--- src/rtl/ram_scan_reader.sv ---
// Read-side scanner for the board RAM: sweeps every address, holds each word
// for display, and counts the words equal to a target nibble over each pass.
module ram_scan_reader #(
  parameter int ADDR_W     = 5,
  parameter int DATA_W     = 4,
  parameter int TICK_DIV   = 50000000,
  parameter int RD_LATENCY = 1
) (
  input  logic              i_clock,
  input  logic              i_resetn,
  input  logic              i_run,
  input  logic              i_step,
  input  logic [DATA_W-1:0] i_target,
  input  logic              i_clear_stats,
  input  logic [DATA_W-1:0] i_rd_q,
  output logic [ADDR_W-1:0] o_rd_address,
  output logic [ADDR_W-1:0] o_disp_address,
  output logic [DATA_W-1:0] o_disp_data,
  output logic              o_disp_valid,
  output logic [ADDR_W:0]   o_match_count,
  output logic              o_pass_done,
  output logic              o_busy
);

  localparam int                CNT_W     = $clog2(TICK_DIV);
  localparam logic [CNT_W-1:0]  TICK_LAST = CNT_W'(TICK_DIV - 1);
  localparam logic [1:0]        WAIT_LAST = 2'(RD_LATENCY - 1);
  localparam logic [ADDR_W-1:0] LAST_ADDR = '1;

  typedef enum logic [1:0] {S_ADDR, S_WAIT, S_CAPT, S_HOLD} state_t;

  state_t            r_state;
  logic [1:0]        r_wait;
  logic [CNT_W-1:0]  r_tick;
  logic [ADDR_W-1:0] r_rd_address;
  logic [ADDR_W-1:0] r_disp_address;
  logic [DATA_W-1:0] r_disp_data;
  logic              r_disp_valid;
  logic [ADDR_W:0]   r_acc;
  logic [ADDR_W:0]   r_match_count;
  logic              r_pass_done;
  logic              r_busy;

  logic              w_hit;
  logic [ADDR_W:0]   w_sum;
  logic              w_last;
  logic              w_advance;

  assign w_hit  = (i_rd_q == i_target);
  assign w_sum  = r_acc + {{ADDR_W{1'b0}}, w_hit};
  assign w_last = (r_rd_address == LAST_ADDR);
  // In run mode only the tick advances; a step counts only while stopped.
  assign w_advance = i_run ? (r_tick == TICK_LAST) : i_step;

  always_ff @(posedge i_clock or negedge i_resetn) begin
    if (!i_resetn) begin
      r_state        <= S_ADDR;
      r_wait         <= '0;
      r_tick         <= '0;
      r_rd_address   <= '0;
      r_disp_address <= '0;
      r_disp_data    <= '0;
      r_disp_valid   <= 1'b0;
      r_acc          <= '0;
      r_match_count  <= '0;
      r_pass_done    <= 1'b0;
      r_busy         <= 1'b0;
    end else begin
      r_pass_done <= 1'b0;
      case (r_state)
        S_ADDR: begin
          r_wait  <= '0;
          r_busy  <= 1'b1;
          r_state <= S_WAIT;
        end
        S_WAIT: begin
          if (r_wait == WAIT_LAST) r_state <= S_CAPT;
          else                     r_wait  <= r_wait + 2'd1;
        end
        S_CAPT: begin
          r_disp_data    <= i_rd_q;
          r_disp_address <= r_rd_address;
          r_disp_valid   <= 1'b1;
          r_tick         <= '0;
          r_busy         <= 1'b0;
          r_state        <= S_HOLD;
          if (w_last) begin
            r_match_count <= w_sum;
            r_acc         <= '0;
            r_pass_done   <= 1'b1;
          end else begin
            r_acc <= w_sum;
          end
        end
        default: begin
          if (w_advance) begin
            r_rd_address <= r_rd_address + 1'b1;
            r_busy       <= 1'b1;
            r_state      <= S_ADDR;
          end else if (i_run) begin
            r_tick <= r_tick + CNT_W'(1);
          end
        end
      endcase
      // Clearing overrides any accumulator/result update from a capture on the same edge.
      if (i_clear_stats) begin
        r_acc         <= '0;
        r_match_count <= '0;
      end
    end
  end

  assign o_rd_address   = r_rd_address;
  assign o_disp_address = r_disp_address;
  assign o_disp_data    = r_disp_data;
  assign o_disp_valid   = r_disp_valid;
  assign o_match_count  = r_match_count;
  assign o_pass_done    = r_pass_done;
  assign o_busy         = r_busy;

endmodule

--- config.mk ---
export PLATFORM = sky130hd
export DESIGN_NAME = ram_scan_reader
export DESIGN_NICKNAME = d
export VERILOG_FILES = /design/src/rtl/ram_scan_reader.sv
export SDC_FILE = /design/constraint.sdc
export NUM_CORES = 1
export LEC_CHECK = 0
export ABC_AREA = 1
export BUFFER_PORTS_ARGS = -buffer_cell sky130_fd_sc_hd__buf_2
export CAP_MARGIN = 40
export CORE_MARGIN = 1.5
export CORE_UTILIZATION = 50
export CTS_CLUSTER_SIZE = 25
export DETAILED_ROUTE_END_ITERATION = 16
export PLACE_DENSITY = 0.69
export SLEW_MARGIN = 25
export SYNTH_ARGS = -nofsm -noshare
export SYNTH_HDL_FRONTEND = slang
export SYNTH_SLANG_ARGS = --single-unit
--- constraint.sdc ---
create_clock -name i_clock -period 1.99 [get_ports i_clock]
set_input_delay 0.199 -clock i_clock [delete_from_list [all_inputs] [get_ports i_clock]]
set_output_delay 0.199 -clock i_clock [all_outputs]
set_load 0.1 [all_outputs]
==> results of run 1 <==
-- cells in the mapped netlist --
cell and number:
nand2_1 153, dfrtp_1 59, nor2_1 56, inv_1 35
nand3_1 34, o21ai_0 29, xor2_1 24, ha_1 10
xnor2_1 5, clkbuf_1 4, nand4_1 4, nand2_2 3
nor2_2 3, o22ai_1 3, a21oi_1 2, buf_1 2
buf_4 2, buf_6 2, nand3_2 2, nor3_1 2
or2_2 2, buf_2 1, inv_4 1, nand2_4 1
nand3b_1 1, nor2_4 1, nor4_1 1, o21ai_1 1
-- cell families after synthesis --
family / after synthesis / share of synthesized area (%)
simple gates: 263 / 32.9
fa+ha+maj: 10 / 3.75
buf+inv: 47 / 6.08
flops: 59 / 44.3
compound gates: 35 / 5.37
xor+xnor: 29 / 7.62
-- power by group through the flow --
stage	sequential, µW	clock, µW	combinational (µW)
6_report	1580	1340	2200
3_5_place_dp	1600	0	2220
4_1_cts	1580	1370	2220
2_1_floorplan	2450	0	893
3_3_place_gp	1590	0	2190
5_1_grt	1600	1410	2390
-- worst reg2reg max path, stage by stage (launching register included) --
cell     delay (ps)
dfrtp_1         440
ha_1            290
nand3_2         160
nor2_1          140
nand2_1          70
nand2_2          80
nand2_2          60
nand2_4          90
buf_4           190
nand2_1          70
nand2_1          70
-- placed cells by master, fill, tap and decap left out, types with 4 or more instances in the layout --
master | Yosys | layout
ha_1 | 10 | 10
buf_4 | 2 | 9
buf_2 | 1 | 35
nor2_1 | 56 | 56
nand3_1 | 34 | 34
o21ai_0 | 29 | 29
dfrtp_1 | 59 | 57
inv_1 | 35 | 35
xnor2_1 | 5 | 5
clkbuf_8 | 0 | 9
nand2_1 | 153 | 153
nand4_1 | 4 | 4
xor2_1 | 24 | 24
-- stage by stage --
stage	worst slack [ps]	hold slack, ps	total power, µW
CTS	256	71.7	5170
floorplan	56.5	-96.6	3340
finish	275	89.7	5120
global route	59.3	95.7	5400
global placement	-24.8	229	3780
detailed placement	-39.0	236	3820
-- state kept, by name, indices dropped and copies added (netlist names) --
name / cells
o_busy: 1
o_pass_done: 1
o_disp_address: 5
o_rd_address: 5
r_acc: 6
o_disp_data: 4
o_disp_valid: 1
r_state: 2
r_tick: 26
o_match_count: 6
r_wait: 2
-- per-layer routing --
layer | part of all wire, % | track usage (%) | up-vias
li1 | - | - | 1489
met1 | 47 | 31.5 | 1358
met2 | 48 | 37.5 | 53
met3 | 3.2 | 3.93 | 12
met4 | 1.8 | 8.80 | 0
met5 | 0 | 0 | -
-- final cells by class --
cell class	count	area (µm²)
fill	595	2500
sequential	59	1480
clock inverter	6	114
multi-input combinational	337	1650
clock buffer	10	128
tap	77	96.3
inverter	36	138
timing repair buffer	46	273
-- path summary, 6_finish.rpt --
| kind | startpoint | end | slack (ps) | depth (start not counted) |
|---|---|---|---|---|
| hold / removal | i_rd_q[1] | o_disp_data[1] | 90 | 3 |
| hold reg to reg | o_disp_address[2] | o_disp_address[2] | 470 | 2 |
| setup / recovery | r_tick[0] | r_tick[15] | 280 | 10 |
| setup reg to reg | r_tick[0] | r_tick[15] | 280 | 10 |
| min in group asynchronous | i_resetn | r_acc[5] | 410 | 2 |
| max in group asynchronous | i_resetn | r_tick[0] | 920 | 3 |
==> flow_summary_export.csv, run 1 <==
group,metric,value,unit
final_layout,drive_gt1_share,15.2,%
clocking,cts-htree-levels,3,
synthesis,synthCells,443,
critical_path,cp_num_buf_inv,1,
timing,clock_skew,9.87,ps
clocking,clkSlewWorstSetupHoldPaths,70,ps
detailed_routing,drt-pass1-iter-count,4,
pwr,power_density,1320,nW/µm²
clocking,clock-sinks,59,
synthesis,synth_fp_nets,466,
final_layout,finalNetCount,512,
die,die-area,7160,µm²
critical_path,critPathTopFamily,"simple AND/OR/NAND/NOR gates",
timing,finalCritPeriodShare,86.2,%
critical_path,required,2270,ps
die,die_h,84.6,µm
placement,detailed_place_hpwl,5440,µm
die,start_util,52.2,%
critical_path,end_kind,"flip-flop",
pwr,combPwrFrac,43.0,%
synthesis,syn_area,3330,µm²
timing,fin_crit,1710,ps
placement,io_buffers,35,
synthesis,synth_seq_area_share,44.3,%
detailed_routing,ant_nets,0,
placement,dpl_cell_area,3630,µm²
synthesis,synth_top_area_cell,"dfrtp_1",
pwr,switching_share,47.3,%
timing,final.setup.tns,0,ps
final_layout,finalNonFillerCells,571,
timing,grt_setup_unrepaired,"false",
global_routing,grt_pass1_vias,2826,
detailed_routing,viasPerCell,5.10,
critical_path,path_cells,"ha_1 -> nand3_2 -> nor2_1 -> nand2_1 -> nand2_2 -> nand2_2 -> nand2_4 -> buf_4 -> nand2_1 -> nand2_1",
clocking,cts_hold_buffers,1,
detailed_routing,wl_per_cell,13.0,µm
critical_path,crit_arrival,2000,ps
die,ios,36,
placement,dp_cells,554,
job,cap_violations,0,
detailed_routing,dr_total_vias,2912,
final_layout,final_cell_area,3880,µm²
pwr,cell_internal_pwr,2700,µW
final_layout,diodes,0,
detailed_routing,drc,0,
detailed_routing,first_iter_violations,163,
timing,hold_violations,0,
synthesis,ys_ff_latch,59,
synthesis,ys_warn_count,0,
clocking,clock-root-buffer,"clkbuf_8",
global_routing,grt_pass1_wl,13200,µm
timing,slew_headroom,62.2,%
clocking,cts_buffers,9,
timing,worst_slew_pin_slew,568,ps
timing,fmax,0.583,GHz
critical_path,crit_fanout,11,
die,rows,29,
critical_path,max_stage_delay,440,ps
critical_path,path_class,"flip-flop to flip-flop",
pwr,p_clk_share,26.2,%
synthesis,synth.area.top_cells,"dfrtp_1 (44%), nand2_1 (17%), nor2_1 (6.3%)",
clocking,cts_setup_buffers,0,
final_layout,final_util,60.8,%
pwr,p_seq_share,30.8,%
die,dieWidth,84.6,µm
timing,setup_viol,0,
pwr,p_leak,0.00193,µW
pwr,p_sw,2420,µW
final_layout,syn_to_final_growth,16.4,%
outcome,status,"completed",
clocking,insertion_delay,340,ps
die,core,6390,µm²
pwr,ir_drop,0.00164,V
min_path,hold_path.class,"input pin to flip-flop",
placement,routabilityCongestion,0.907,
critical_path,critPathLaunchType,"flip-flop",
timing,finalMaxSlewViolations,0,
global_routing,grt_max_degree,27,
critical_path,crit_path_frequent_cell,"nand2_1",
synthesis,synth.avg_cell_area,7.52,µm²
global_routing,antenna_found_initial,0,
detailed_routing,wirelength,7430,µm
clocking,cts_tree,"yes",
synthesis,yosysUniqueCellTypes,28,
clocking,clk_path_buf_depth,2,
global_routing,grt_overflow,0,
critical_path,cpMaxStageDelayCell,"dfrtp_1",
clocking,cts_resized,0,
synthesis,yosysTopAreaCellShare,44.3,%
global_routing,grtUsageTotal,23.2,%
(Power assumes the default switching activity.)
==> run 2: changes to the inputs <==
==> constraint.sdc (replaced) <==
create_clock -name i_clock -period 1.99 [get_ports i_clock]
set_input_delay 0.199 -clock i_clock [delete_from_list [all_inputs] [get_ports i_clock]]
set_output_delay 0.199 -clock i_clock [all_outputs]
set_load 0.01 [all_outputs]
==> flow_summary_export.csv, run 2 (synthesized netlist as in run 1, its figures left out) <==
group,metric,value,unit
timing,hold_violations,0,
job,cap_violations,0,
final_layout,layout_common_cells,"nand2_1 (153), dfrtp_1 (59), nor2_1 (56)",
final_layout,final_common_cell,"nand2_1",
min_path,hold_path.class,"input pin to flip-flop",
placement,detailed_place_hpwl,5320,µm
detailed_routing,wirelength,7370,µm
min_path,hold_depth,3,
timing,timing.hold.ws,80.7,ps
global_routing,grt_max_degree,40,
clocking,clock-root-buffer,"clkbuf_8",
die,ios,36,
timing,clock_skew,6.18,ps
die,core,6390,µm²
timing,setup_viol,0,
detailed_routing,drt-pass1-iter-count,4,
die,die_h,84.6,µm
critical_path,end_kind,"flip-flop",
die,start_util,52.2,%
timing,worst_slew_pin_slew,508,ps
global_routing,grt_overflow,0,
clocking,insertion_delay,340,ps
critical_path,required,2220,ps
placement,routabilityCongestion,0.907,
critical_path,crit_fanout,25,
detailed_routing,ant_nets,0,
pwr,power_density,1070,nW/µm²
critical_path,critPathLaunchType,"flip-flop",
timing,grt_setup_unrepaired,"false",
die,rows,29,
die,die-area,7160,µm²
die,dieWidth,84.6,µm
critical_path,path_class,"flip-flop to flip-flop",
critical_path,reg2reg_depth,9,
global_routing,grt_pass1_vias,2827,
timing,final.setup.tns,0,ps
global_routing,grtUsageTotal,22.3,%
final_layout,regMostFlops,"r_tick",
outcome,status,"completed",
timing,fmax,0.595,GHz
timing,fin_crit,1680,ps
detailed_routing,drc,0,
global_routing,grt_pass1_wl,12900,µm
pwr,ir_drop,0.000919,V
clocking,clk_path_buf_depth,2,
detailed_routing,viasPerCell,5.16,
final_layout,diodes,0,
pwr,power,4130,µW
final_layout,drive_gt1_share,14.8,%
final_layout,syn_to_final_growth,16.0,%
placement,io_buffers,35,
clocking,clkSlewWorstSetupHoldPaths,70,ps
detailed_routing,first_iter_violations,138,
final_layout,final_util,60.6,%
timing,fin_ws,309,ps
clocking,cts-htree-levels,3,
critical_path,crit_arrival,1910,ps
detailed_routing,wl_per_cell,12.9,µm
detailed_routing,dr_total_vias,2939,
clocking,cts_tree,"yes",
clocking,cts_buffers,9,
final_layout,finalNetCount,511,
timing,finalMaxSlewViolations,0,
clocking,clock-sinks,59,
final_layout,fillers,595,
final_layout,largest_reg_flops,26,
timing,slew_headroom,66.1,%
placement,post-place-ws,186,ps
global_routing,antenna_found_initial,0,
timing,finalCritPeriodShare,84.5,%
pwr,p_leak,0.00193,µW
==> run 2: metrics by stage <==
step	cell area, µm²	instances
after detailed placement	3640	553
after floorplan	3330	443
after CTS	3870	570
after global placement	3640	553
after global routing	3870	570
final	3870	570
==> run 2: cell type report <==
| type | count | area [µm²] | area share, % |
|---|---|---|---|
| Multi-Input combinational cell | 337 | 1650 | 42.8 |
| Tap cell | 77 | 96.3 | 2.49 |
| Inverter | 36 | 138 | 3.56 |
| Sequential cell | 59 | 1480 | 38.2 |
| Clock inverter | 4 | 47.5 | 1.23 |
| Clock buffer | 12 | 165 | 4.27 |
| Timing Repair Buffer | 45 | 290 | 7.51 |
==> run 2: repair_timing <==
action,4_1_cts,5_1_grt
setup buffers,0,0
gates resized for setup,0,0
hold endpoints to repair,20,0
hold buffers,1,0
==> run 2: worst paths after layout <==
kind / slack (ps) / end / startpoint
hold / removal: 80 / o_disp_data[2] / i_rd_q[2]
setup / recovery: 310 / r_tick[17] / r_tick[0]
min in group asynchronous: 380 / o_match_count[3] / i_resetn
hold reg to reg: 460 / o_disp_valid / o_disp_valid
max in group asynchronous: 1030 / r_tick[24] / i_resetn
setup reg to reg: 310 / r_tick[17] / r_tick[0]
==> run 2: worst max-delay path: stages (launching register included) <==
cell,delay (ps)
dfrtp_1,460
ha_1,220
nand3_2,170
nor2_1,140
nand2_1,80
nand2_2,80
nand2_2,60
nand2_4,100
buf_12,150
o21ai_0,90
==> run 2: power by group <==
part           switching (µW)  internal [µW]  total [µW]
Combinational             886            488        1370
Clock                     498            676        1170
Sequential                190           1390        1580
==> run 2: layer usage <==
metal / track usage (%) / share of wire (%) / wire length [µm] / vias up
met3: 3.64 / 3.1 / 227 / 14
li1: - / - / - / 1481
met1: 29.7 / 48 / 3510 / 1401
met4: 10.4 / 1.9 / 141 / 0
met2: 35.6 / 47 / 3490 / 43
met5: 0 / 0 / 0 / -
